### src/rtl/branch_pht.sv
// Pattern history table of 2-bit saturating counters plus a saturating mispredict counter.
// Optional gshare indexing is enabled with the BRANCH_PHT_GSHARE_EN macro.
module branch_pht #(
  parameter int         INDEX_BITS = 6,
  parameter logic [1:0] INIT_STATE = 2'b01,
  parameter int         CNT_BITS   = 16
) (
  input  logic                  i_clk,
  input  logic                  i_reset,
  input  logic [31:0]           i_pred_pc,
  output logic                  o_pred_taken,
  output logic [1:0]            o_pred_state,
  input  logic                  i_upd_valid,
  input  logic [31:0]           i_upd_pc,
  input  logic                  i_upd_taken,
  input  logic                  i_upd_pred_taken,
`ifdef BRANCH_PHT_GSHARE_EN
  output logic [INDEX_BITS-1:0] o_pred_ghr,
  input  logic [INDEX_BITS-1:0] i_upd_ghr,
`endif
  output logic                  o_upd_mispredict,
  output logic [CNT_BITS-1:0]   o_miss_cnt
);

  localparam int ENTRIES = 1 << INDEX_BITS;

  logic [1:0]            r_table [ENTRIES];
  logic [CNT_BITS-1:0]   r_miss_cnt;
  logic                  r_mispredict;
  logic [INDEX_BITS-1:0] w_rd_idx;
  logic [INDEX_BITS-1:0] w_wr_idx;
  logic [1:0]            w_old;
  logic [1:0]            w_next;
  logic                  w_miss;

`ifdef BRANCH_PHT_GSHARE_EN
  logic [INDEX_BITS-1:0] r_ghr;

  assign w_rd_idx   = i_pred_pc[INDEX_BITS+1:2] ^ r_ghr;
  assign w_wr_idx   = i_upd_pc[INDEX_BITS+1:2] ^ i_upd_ghr;
  assign o_pred_ghr = r_ghr;

  // History is rebuilt from the branch's own fetch-time snapshot, which repairs it after a mispredict.
  always_ff @(posedge i_clk) begin
    if (i_reset) begin
      r_ghr <= '0;
    end else if (i_upd_valid) begin
      r_ghr <= {i_upd_ghr[INDEX_BITS-2:0], i_upd_taken};
    end
  end
`else
  assign w_rd_idx = i_pred_pc[INDEX_BITS+1:2];
  assign w_wr_idx = i_upd_pc[INDEX_BITS+1:2];
`endif

  assign o_pred_state = r_table[w_rd_idx];
  assign o_pred_taken = o_pred_state[1];
  assign w_old        = r_table[w_wr_idx];
  assign w_miss       = i_upd_valid & (i_upd_taken != i_upd_pred_taken);

  always_comb begin
    w_next = w_old;
    if (i_upd_taken) begin
      if (w_old != 2'b11) w_next = w_old + 2'd1;
    end else begin
      if (w_old != 2'b00) w_next = w_old - 2'd1;
    end
  end

  always_ff @(posedge i_clk) begin
    if (i_reset) begin
      r_table      <= '{default: INIT_STATE};
      r_miss_cnt   <= '0;
      r_mispredict <= 1'b0;
    end else begin
      if (i_upd_valid) begin
        r_table[w_wr_idx] <= w_next;
      end
      r_mispredict <= w_miss;
      if (w_miss && (r_miss_cnt != {CNT_BITS{1'b1}})) begin
        r_miss_cnt <= r_miss_cnt + 1'b1;
      end
    end
  end

  assign o_upd_mispredict = r_mispredict;
  assign o_miss_cnt       = r_miss_cnt;

endmodule
### config.mk
export PLATFORM = sky130hd
export DESIGN_NAME = branch_pht
export DESIGN_NICKNAME = d
export VERILOG_FILES = /design/src/rtl/branch_pht.sv
export SDC_FILE = /design/constraint.sdc
export NUM_CORES = 1
export LEC_CHECK = 0
export ABC_AREA = 1
export BUFFER_PORTS_ARGS = -buffer_cell sky130_fd_sc_hd__buf_2
export CAP_MARGIN = 20
export CORE_ASPECT_RATIO = 0.75
export CORE_MARGIN = 3
export CORE_UTILIZATION = 50
export CTS_BUF_LIST = sky130_fd_sc_hd__clkbuf_4
export DETAILED_ROUTE_END_ITERATION = 8
export GPL_ROUTABILITY_DRIVEN = 0
export HOLD_SLACK_MARGIN = 0.05
export PLACE_DENSITY_LB_ADDON = 0.1
export REMOVE_ABC_BUFFERS = 1
export SYNTH_ARGS = -nofsm -noshare
export SYNTH_HDL_FRONTEND = slang
export SYNTH_SLANG_ARGS = --single-unit
### constraint.sdc
create_clock -name i_clk -period 4.6 [get_ports i_clk]
set_input_delay 0.46 -clock i_clk [delete_from_list [all_inputs] [get_ports i_clk]]
set_output_delay 0.46 -clock i_clk [all_outputs]
set_load 0.1 [all_outputs]
# Yosys cells after proc, flatten, opt, wreduce, memory -nomap -nowiden
# Index checks and enable logic that the tools add are counted.
dict set report totals {
  output_inout_bits 20
  ff_bits 145
  word_cells 93
  input_bits 69
}
dict set report classes {
  muxes 12
  add_sub_neg 3
  reduce_logical 3
  eq_ne 3
  n_lt_le_gt_ge 3
  bitwise 3
}
# operator count
set op_table {}
lappend op_table {{$bwmux W128} 1}
lappend op_table {{$bmux W2 S6} 2}
lappend op_table {{$add A16 B1 Y16 const B} 1}
lappend op_table {{$mux W2} 8}
lappend op_table {{$ne A16 B16 Y1 const B} 1}
lappend op_table {{$ge A7 B7 Y1 const B} 2}
lappend op_table {{$not A6 Y7} 2}
lappend op_table {{$demux W2 S6} 1}
lappend op_table {{$lt A7 B1 Y1 const B} 1}
lappend op_table {{$add A2 B1 Y2 const B} 1}
lappend op_table {{$logic_and A1 B1 Y1} 2}
lappend op_table {{$ne A2 B2 Y1 const B} 1}
lappend op_table {{$reduce_bool A2 Y1} 1}
lappend op_table {{$sub A2 B1 Y2 const B} 1}
lappend op_table {{$and A1 B1 Y1} 1}
lappend op_table {{$ne A1 B1 Y1} 1}

# Longest topological paths before layout
# Gate-level depths: netlist of the first run.
dict set report depth {
  ltp_word 8
  ltp_mapped 19
  ltp_nobuf 16
}

# Worst setup path before layout of the first run
# OpenSTA, ideal clock, no wires.
dict set report synth_timing {
  path_kind {input to output}
  startpoint {input port i_pred_pc[2]}
  endpoint {output port o_pred_state[1]}
  stages 10
  n_path_buf 4
  required_ns 4.140
  slack_ns 1.371
  t_arrival_ns 2.769
  path_cell_list {buf_2 clkbuf_1 clkbuf_1 o21ai_0 o22ai_1 o21ai_0 o211ai_1 nand3_1 nand2_1 buf_4}
}
dict set report synth_between {
  elab_chain_cells 4
}
# item line_no
set synth_rtl {}
lappend synth_rtl {{start: declaration} 10} ;# input logic [31:0] i_pred_pc,
lappend synth_rtl {{$not A6 Y7 (not written as such)} 56} ;# assign o_pred_state = r_table[w_rd_idx];
lappend synth_rtl {{$bmux W2 S6} 56}
lappend synth_rtl {{$mux W2 (not written as such) (2 in a row)} 56}
lappend synth_rtl {{end: declaration} 12} ;# output logic [1:0] o_pred_state,
# Every way passes these cells. The select of a mux whose other input is x is not followed.

# Final worst setup path of the first run
dict set report layout_timing {
  startpoint {input port i_pred_pc[2]}
  endpoint {output port o_pred_state[0]}
}
# The elaborated chain is that of the path after synthesis.

==> results of run 1 <==
## through the flow
step,setup WS (ns),hold slack [ns]
2_1_floorplan,1.19,0.450
3_5_place_dp,1.18,0.476
5_1_grt,0.899,0.309
4_1_cts,1.18,0.279
6_report,1.09,0.305
3_3_place_gp,1.19,0.470
## cell usage after synthesis, types with 6 or more instances
cell	number	area (um^2)
nor3_1	15	75.1
buf_4	6	45.0
o211ai_1	10	75.1
buf_6	13	146
o22ai_1	8	50.1
buf_2	13	65.1
dfxtp_1	145	2900
inv_1	121	454
a21oi_1	123	616
nor2_1	225	845
nand2_1	433	1630
o21ai_0	192	961
nand3_1	27	135
clkbuf_1	40	150
## sequential cells by signal (all words and copies together), names as in the netlist
signal            count
o_miss_cnt           16
r_table             128
o_upd_mispredict      1
## worst max path at each step
stage,end,depth (start not counted),slack [ns]
after floorplan,o_pred_state[1],8,1.19
after global placement,o_pred_state[0],10,1.19
after detailed placement,r_table[61]$_SDFFE_PP0P_,13,1.18
after CTS,o_pred_state[0],10,1.18
after global routing,o_pred_state[0],12,0.90
final,o_pred_state[0],10,1.09
## logic make-up after synthesis
logic type      synth area share [%]
simple gates                    33.4
compound gates                  21.4
buf+inv                         10.5
flops                           34.5
xor+xnor                       0.104
fa+ha+maj                      0.149
## critical path, cell delays in order
cell	delay (ns)
buf_2	0.49
inv_1	0.44
buf_4	0.32
nor2_1	0.09
o21ai_0	0.15
o21ai_0	0.37
o211ai_1	0.16
nand3_1	0.11
nand2_1	0.11
buf_2	0.31
## power breakdown
part	internal [uW]	leakage (uW)	switching (uW)
logic	89.5	0.00271	317
registers	1270	0.00117	7.44
clock network	349	0.000147	466
## routing by layer
layer / GRT usage [%] / vias up / wire length [um]
met4: 8.05 / 0 / 437
met3: 5.82 / 34 / 2340
met5: 0 / - / 0
met2: 42.8 / 387 / 11300
li1: - / 4477 / -
met1: 41.8 / 4017 / 12500
## layout make-up
class / count / area (um^2) / area share (%)
tap: 210 / 263 / 2.97
inverter: 124 / 468 / 5.30
multi-input combinational: 1066 / 4640 / 52.5
antenna: 1 / 2.50 / 0.0283
clock inverter: 8 / 88.8 / 1.01
clock buffer: 23 / 173 / 1.95
timing repair buffer: 49 / 303 / 3.43
sequential: 145 / 2900 / 32.9
==> impl_metrics.py, run 1 <==
metrics = {
    "status": {
        "status": "finished, final reports clean",
    },
    "die": {
        "core_mm2": 0.0163,
        "initial_core_util_pct": 51.8,
        "die_area_mm2": 0.0185,
        "die_w_um": 156,
        "pin_count": 89,
        "fp.dieH_um": 118,
        "rows": 40,
    },
    "power": {
        "design_power_total_uw": 2490,
        "leakagePower_uw": 0.00402,
        "p_per_area_mw_per_mm2": 282,
        "ir_drop_v": 0.000177,
    },
    "global_route": {
        "antenna_found_initial": 1,
        "first_global_vias": 7954,
        "grt_usage_pct": 28.7,
        "grt_max_degree": 74,
        "grt_pass1_wl_um": 42100,
        "grt_overflow_total": 0,
    },
    "sta": {
        "period_share_pct": 76.3,
        "fmax_mhz": 285,
        "hold_viol": 0,
        "tns_ns": 0,
        "finalSetupViolCount": 0,
        "maxSlewHeadroom_pct": 41.5,
        "worst_pin_slew_ns": 0.878,
        "slew_viol_final": 0,
        "clock_skew_ns": 0.0170,
        "grt_setup_unrepaired": "no",
        "layout_min_cycle_time_ns": 3.51,
    },
    "detailed_routing": {
        "postRouteAntennaNets": 0,
        "first_pass_iters": 6,
        "drt_iter0_markers": 903,
        "wl_um": 26600,
        "wl_per_cell_um": 16.4,
        "vias": 8915,
        "viasPerCell": 5.48,
        "route.detailed.drc": 0,
    },
    "logic_synthesis": {
        "synthFlopType": "dfxtp_1",
        "synth_edf_count": 0,
        "ys_warn_count": 0,
        "ys_seq_elements": 145,
        "synth_seq_area_share_pct": 34.5,
        "async_flop_share_pct": 0,
        "syn_area_mm2": 0.00842,
        "avgSynthCellArea_um2": 5.98,
        "synth.distinct_cells": 33,
        "synth_cells": 1409,
    },
    "layout": {
        "fillers": 1696,
        "fin_util_pct": 54.3,
        "drive_above_1_share_pct": 6.22,
        "syn_to_final_growth_pct": 4.93,
        "mostFrequentLayoutCell": "nand2_1",
        "finalNonFillerCells": 1626,
        "stdcell_area_mm2": 0.00884,
        "mostFrequentLayoutCells": "nand2_1, nor2_1, o21ai_0, dfxtp_1, a21oi_1",
        "final_nets": 1473,
    },
    "worst_hold_path": {
        "min_from": "i_upd_valid",
        "holdPathEnd": "r_table[48]$_SDFFE_PP1P_",
        "worstHoldPathCells": 4,
        "min_path_type": "input port to register",
    },
    "clock_tree": {
        "cts.path.max_buffers": 2,
        "root_buffer": "clkbuf_4",
        "clkTransAtPathRegs_ns": 0.11,
        "clkSinkCount": 145,
        "cts_tree": "built",
        "numCtsBuffers": 17,
        "cts_resized": 0,
        "cts_max_level": 4,
        "cts_setup_buffers": 0,
        "cts_hold_buf": 0,
        "insertion_delay_ns": 0.57,
    },
    "place": {
        "dp_cells": 1594,
        "post-dp-hpwl_um": 16400,
        "io_buffers": 36,
        "dpl_cell_area_mm2": 0.00857,
    },
    "setup_path": {
        "start_kind": "input port",
        "reg2reg_slack_ns": 2.26,
        "critPathCaptureType": "output pin",
        "r2r-start": "r_table[95]$_SDFFE_PP0P_",
        "path_max_fanout": 32,
        "critPathRequiredTime_ns": 4.14,
        "reg2reg_to": "r_table[61]$_SDFFE_PP0P_",
        "setup.worst_path.start": "i_pred_pc[2]",
        "crit_type": "input port to output pin",
        "worstPathArrival_ns": 3.05,
        "r2r_cells": 11,
    },
    "job": {
        "maxCapViolCount": 0,
    },
}
No activity file was read; power rests on OpenSTA's default activity.
==> inputs of run 2 (changes only) <==
==> constraint.sdc (replaced) <==
create_clock -name i_clk -period 3.15 [get_ports i_clk]
set_input_delay 0.315 -clock i_clk [delete_from_list [all_inputs] [get_ports i_clk]]
set_output_delay 0.315 -clock i_clk [all_outputs]
set_load 0.1 [all_outputs]
==> impl_metrics.py, run 2 (same netlist as run 1, synthesis figures left out) <==
metrics = {
    "setup_path": {
        "critPathCaptureType": "output pin",
        "start_kind": "input port",
        "path_max_fanout": 30,
        "worstPathArrival_ns": 2.47,
        "max_stage_delay_ns": 0.45,
        "critPathRequiredTime_ns": 2.83,
        "cpMaxStageDelayCell": "buf_2",
        "crit_type": "input port to output pin",
        "cp_top_family": "buffers and inverters",
        "cp_cell_sequence": "buf_2 > buf_12 > o21ai_0 > o21ai_0 > nor2_1 > o221ai_1 > nand3_1 > nand2_1 > buf_2",
        "reg2reg_slack_ns": 0.77,
        "crit_buf_inv": 3,
    },
    "detailed_routing": {
        "vias": 8923,
        "drt_iter0_markers": 954,
        "wl_um": 26400,
        "wl_per_cell_um": 16.1,
        "route.detailed.drc": 0,
        "viasPerCell": 5.43,
        "postRouteAntennaNets": 0,
        "first_pass_iters": 6,
    },
    "sta": {
        "fmax_mhz": 360,
        "grt_setup_unrepaired": "no",
        "clock_skew_ns": 0.0223,
        "period_share_pct": 88.3,
        "finalSetupViolCount": 0,
        "maxSlewHeadroom_pct": 45.9,
        "slew_viol_final": 0,
        "layout_min_cycle_time_ns": 2.78,
        "worst_pin_slew_ns": 0.812,
        "hold_viol": 0,
        "tns_ns": 0,
        "postLayoutSetupSlackWorst_ns": 0.369,
    },
    "clock_tree": {
        "cts_max_level": 4,
        "clkSinkCount": 145,
        "insertion_delay_ns": 0.57,
        "root_buffer": "clkbuf_4",
        "clkTransAtPathRegs_ns": 0.11,
        "cts_tree": "built",
        "cts_hold_buf": 0,
        "cts_setup_buffers": 0,
        "numCtsBuffers": 17,
        "cts.path.max_buffers": 2,
        "cts_resized": 0,
    },
    "place": {
        "pre_cts_ws_ns": 0.187,
        "io_buffers": 36,
        "post-dp-hpwl_um": 17600,
        "dpl_cell_area_mm2": 0.00869,
    },
    "global_route": {
        "grt_pass1_wl_um": 41600,
        "grt_max_degree": 65,
        "grt_util_met2_pct": 41.1,
        "grt_overflow_total": 0,
        "first_global_vias": 7685,
        "met1_usage_pct": 41.3,
        "antenna_found_initial": 1,
        "busiest_layer": "met1",
        "grt_use_met3_pct": 7.17,
        "grt_usage_pct": 28.4,
    },
    "power": {
        "leakagePower_uw": 0.00410,
        "ir_drop_v": 0.000269,
        "p_per_area_mw_per_mm2": 416,
    },
    "layout": {
        "final_nets": 1486,
        "stdcell_area_mm2": 0.00899,
        "syn_to_final_growth_pct": 6.78,
        "mostFrequentLayoutCells": "nand2_1, nor2_1, o21ai_0, dfxtp_1, a21oi_1",
        "mostFrequentLayoutCell": "nand2_1",
        "drive_above_1_share_pct": 7.07,
        "largest_reg_flops": 128,
        "multi_input_area_mm2": 0.00464,
        "regArea_mm2": 0.00290,
        "regMostFlops": "r_table",
        "fillers": 1683,
    },
    "die": {
        "rows": 40,
        "fp.dieH_um": 118,
        "initial_core_util_pct": 51.8,
        "pin_count": 89,
        "core_mm2": 0.0163,
        "die_w_um": 156,
        "die_area_mm2": 0.0185,
    },
    "status": {
        "status": "finished, final reports clean",
    },
    "worst_hold_path": {
        "min_path_type": "input port to register",
    },
    "job": {
        "maxCapViolCount": 0,
    },
}
run 2: routing by layer:
layer,vias to the layer above,wire length [um]
met4,0,435
met2,375,10900
li1,4526,-
met3,41,2670
met1,3981,12400
met5,-,0
run 2: power by group:
| group | total, uW | internal, uW | switching [uW] | leakage (uW) |
|---|---|---|---|---|
| clock | 1270 | 555 | 714 | 0.000155 |
| sequential | 1860 | 1850 | 10.8 | 0.00117 |
| combinational | 612 | 147 | 465 | 0.00278 |
| total | 3740 | 2550 | 1190 | 0.00410 |
run 2: worst paths after layout:
check,startpoint,to,depth (start not counted)
worst max-delay path,i_pred_pc[3],o_pred_state[0],9
worst min-delay path,i_upd_pred_taken,o_upd_mispredict$_SDFF_PP0_,6
worst max register to register,r_table[43]$_SDFFE_PP0P_,r_table[61]$_SDFFE_PP0P_,11
worst min register to register,o_miss_cnt[4]$_SDFFE_PP0P_,o_miss_cnt[4]$_SDFFE_PP0P_,2
run 2: through the flow:
step,total power (uW),util (%),hold slack [ns],std cells
2_1_floorplan,2230,-,0.384,1335
3_3_place_gp,2500,53.5,0.471,1607
3_5_place_dp,2500,53.5,0.473,1607
4_1_cts,3760,55.2,0.125,1638
5_1_grt,3870,55.3,0.166,1643
6_report,3740,55.3,0.157,1643
run 2: final cells by class:
class | instances | area share, %
antenna | 5 | 0.139
inverter | 124 | 5.20
sequential | 145 | 32.3
clock buffer | 19 | 1.59
tap | 210 | 2.92
multi-input combinational | 1066 | 51.6
clock inverter | 12 | 1.57
timing repair buffer | 62 | 4.73
run 2: tightest hold or removal path: cells and delay by family:
kind	cells	cell delay [ns]
buffers and inverters	2	0.17
and+or+nand+nor	4	0.20
==> inputs of run 3 (changes only) <==
==> constraint.sdc (replaced) <==
create_clock -name i_clk -period 3.15 [get_ports i_clk]
set_input_delay 0.63 -clock i_clk [delete_from_list [all_inputs] [get_ports i_clk]]
set_output_delay 0.63 -clock i_clk [all_outputs]
set_load 0.1 [all_outputs]
==> impl_metrics.py, run 3 (same netlist as run 1, synthesis figures left out) <==
metrics = {
    "status": {
        "status": "finished, final reports clean",
    },
    "die": {
        "pin_count": 89,
        "die_area_mm2": 0.0185,
        "rows": 40,
        "initial_core_util_pct": 51.8,
        "die_w_um": 156,
        "core_mm2": 0.0163,
        "fp.dieH_um": 118,
    },
    "global_route": {
        "grt_max_degree": 61,
        "antenna_found_initial": 1,
        "grt_overflow_total": 0,
        "first_global_vias": 8118,
        "grt_usage_pct": 29.8,
        "grt_pass1_wl_um": 43700,
    },
    "detailed_routing": {
        "postRouteAntennaNets": 0,
        "viasPerCell": 5.52,
        "first_pass_iters": 6,
        "wl_per_cell_um": 16.7,
        "wl_um": 27600,
        "drt_iter0_markers": 959,
        "vias": 9098,
        "route.detailed.drc": 0,
    },
    "worst_hold_path": {
        "min_from": "i_upd_pred_taken",
        "min_path_type": "input port to register",
        "worstHoldPathCells": 6,
        "holdPathEnd": "o_upd_mispredict$_SDFF_PP0_",
    },
    "setup_path": {
        "path_max_fanout": 22,
        "critPathCaptureType": "output pin",
        "reg2reg_slack_ns": 1.03,
        "worstPathArrival_ns": 2.42,
        "reg2reg_to": "r_table[101]$_SDFFE_PP0P_",
        "r2r-start": "r_table[65]$_SDFFE_PP0P_",
        "critPathRequiredTime_ns": 2.52,
        "crit_type": "input port to output pin",
        "r2r_cells": 12,
        "start_kind": "input port",
    },
    "layout": {
        "regMostFlops": "r_table",
        "finalNonFillerCells": 1649,
        "final_nets": 1495,
        "regArea_mm2": 0.00290,
        "syn_to_final_growth_pct": 9.81,
        "drive_above_1_share_pct": 7.93,
        "mostFrequentLayoutCells": "nand2_1, nor2_1, o21ai_0, dfxtp_1, a21oi_1",
        "mostFrequentLayoutCell": "nand2_1",
        "multi_input_area_mm2": 0.00464,
        "fillers": 1677,
        "largest_reg_flops": 128,
    },
    "clock_tree": {
        "cts_max_level": 4,
        "clkSinkCount": 145,
        "clkTransAtPathRegs_ns": 0.12,
        "numCtsBuffers": 17,
        "cts_hold_buf": 0,
        "root_buffer": "clkbuf_4",
        "insertion_delay_ns": 0.59,
        "cts_tree": "built",
        "cts.path.max_buffers": 2,
    },
    "power": {
        "pwr-share-comb_pct": 18.2,
        "p_sw_uw": 1250,
        "p_per_area_mw_per_mm2": 416,
        "swShare_pct": 32.4,
        "power_frac_clock_pct": 33.5,
        "leakagePower_uw": 0.00421,
        "power.internal_uw": 2600,
        "ir_drop_v": 0.000208,
        "seq_power_share_pct": 48.3,
    },
    "sta": {
        "layout_min_cycle_time_ns": 3.05,
        "maxSlewHeadroom_pct": 50.6,
        "finalSetupViolCount": 0,
        "postLayoutSetupSlackWorst_ns": 0.0971,
        "slew_viol_final": 0,
        "clock_skew_ns": 0.0168,
        "hold_viol": 0,
        "grt_setup_unrepaired": "no",
        "fmax_mhz": 328,
        "worst_pin_slew_ns": 0.739,
        "period_share_pct": 96.9,
    },
    "place": {
        "io_buffers": 36,
        "dp_cells": 1614,
        "post-dp-hpwl_um": 18100,
        "pre_cts_ws_ns": 0.0193,
    },
    "job": {
        "maxCapViolCount": 0,
    },
}
## run 3: area by class of cell
cell class | count | area share (%)
Multi-Input combinational cell | 1066 | 50.2
Antenna cell | 2 | 0.0541
Clock inverter | 14 | 1.79
Timing Repair Buffer | 71 | 7.28
Tap cell | 210 | 2.84
Sequential cell | 145 | 31.4
Clock buffer | 17 | 1.38
Inverter | 124 | 5.10
## run 3: power by group through the flow
stage / registers, uW / clock network (uW) / logic [uW]
final: 1860 / 1290 / 700
after global routing: 1860 / 1390 / 752
after CTS: 1860 / 1300 / 675
after detailed placement: 1900 / 0 / 674
after global placement: 1900 / 0 / 670
after floorplan: 1910 / 0 / 315
## run 3: worst max-delay path by stage
stage / startpoint / endpoint / slack, ns / cells past startpoint
floorplan: i_pred_pc[2] / o_pred_state[1] / -0.60 / 8
global placement: i_pred_pc[3] / o_pred_state[1] / 0.05 / 9
detailed placement: i_upd_pc[3] / r_table[34]$_SDFFE_PP1P_ / 0.02 / 14
CTS: i_pred_pc[3] / o_pred_taken / 0.04 / 9
global route: i_pred_pc[2] / o_pred_taken / 0.005 / 10
finish: i_pred_pc[2] / o_pred_taken / 0.1 / 10
## run 3: what timing repair did
item                       4_1_cts  5_1_grt
resized for setup                0        7
setup endpoints to repair        0        3
setup buffers                    0        1
## run 3: through the flow
step | setup TNS (ns) | power, uW | area [um^2] | hold slack, ns | util (%)
4_1_cts | 0 | 3840 | 9200 | 0.444 | 56.5
3_3_place_gp | 0 | 2570 | 8900 | 0.471 | 54.7
2_1_floorplan | -1.19 | 2230 | 8010 | 0.450 | -
5_1_grt | 0 | 4000 | 9250 | 0.478 | 56.8
6_report | 0 | 3850 | 9250 | 0.460 | 56.8
3_5_place_dp | 0 | 2570 | 8900 | 0.473 | 54.7
## run 3: routing by layer
metal	global-route usage (%)	routed length [um]
met1	44.4	12700
met2	41.9	11400
met3	7.65	2960
met4	8.71	515
met5	0	0
## run 3: critical path, cell delays in order
cell and delay, ns:
clkbuf_4 0.19, inv_1 0.14, buf_12 0.19, nor2_1 0.05, o21ai_0 0.28, o21ai_0 0.14
o221ai_1 0.24, nand3_1 0.10, nand2_1 0.23, buf_12 0.21
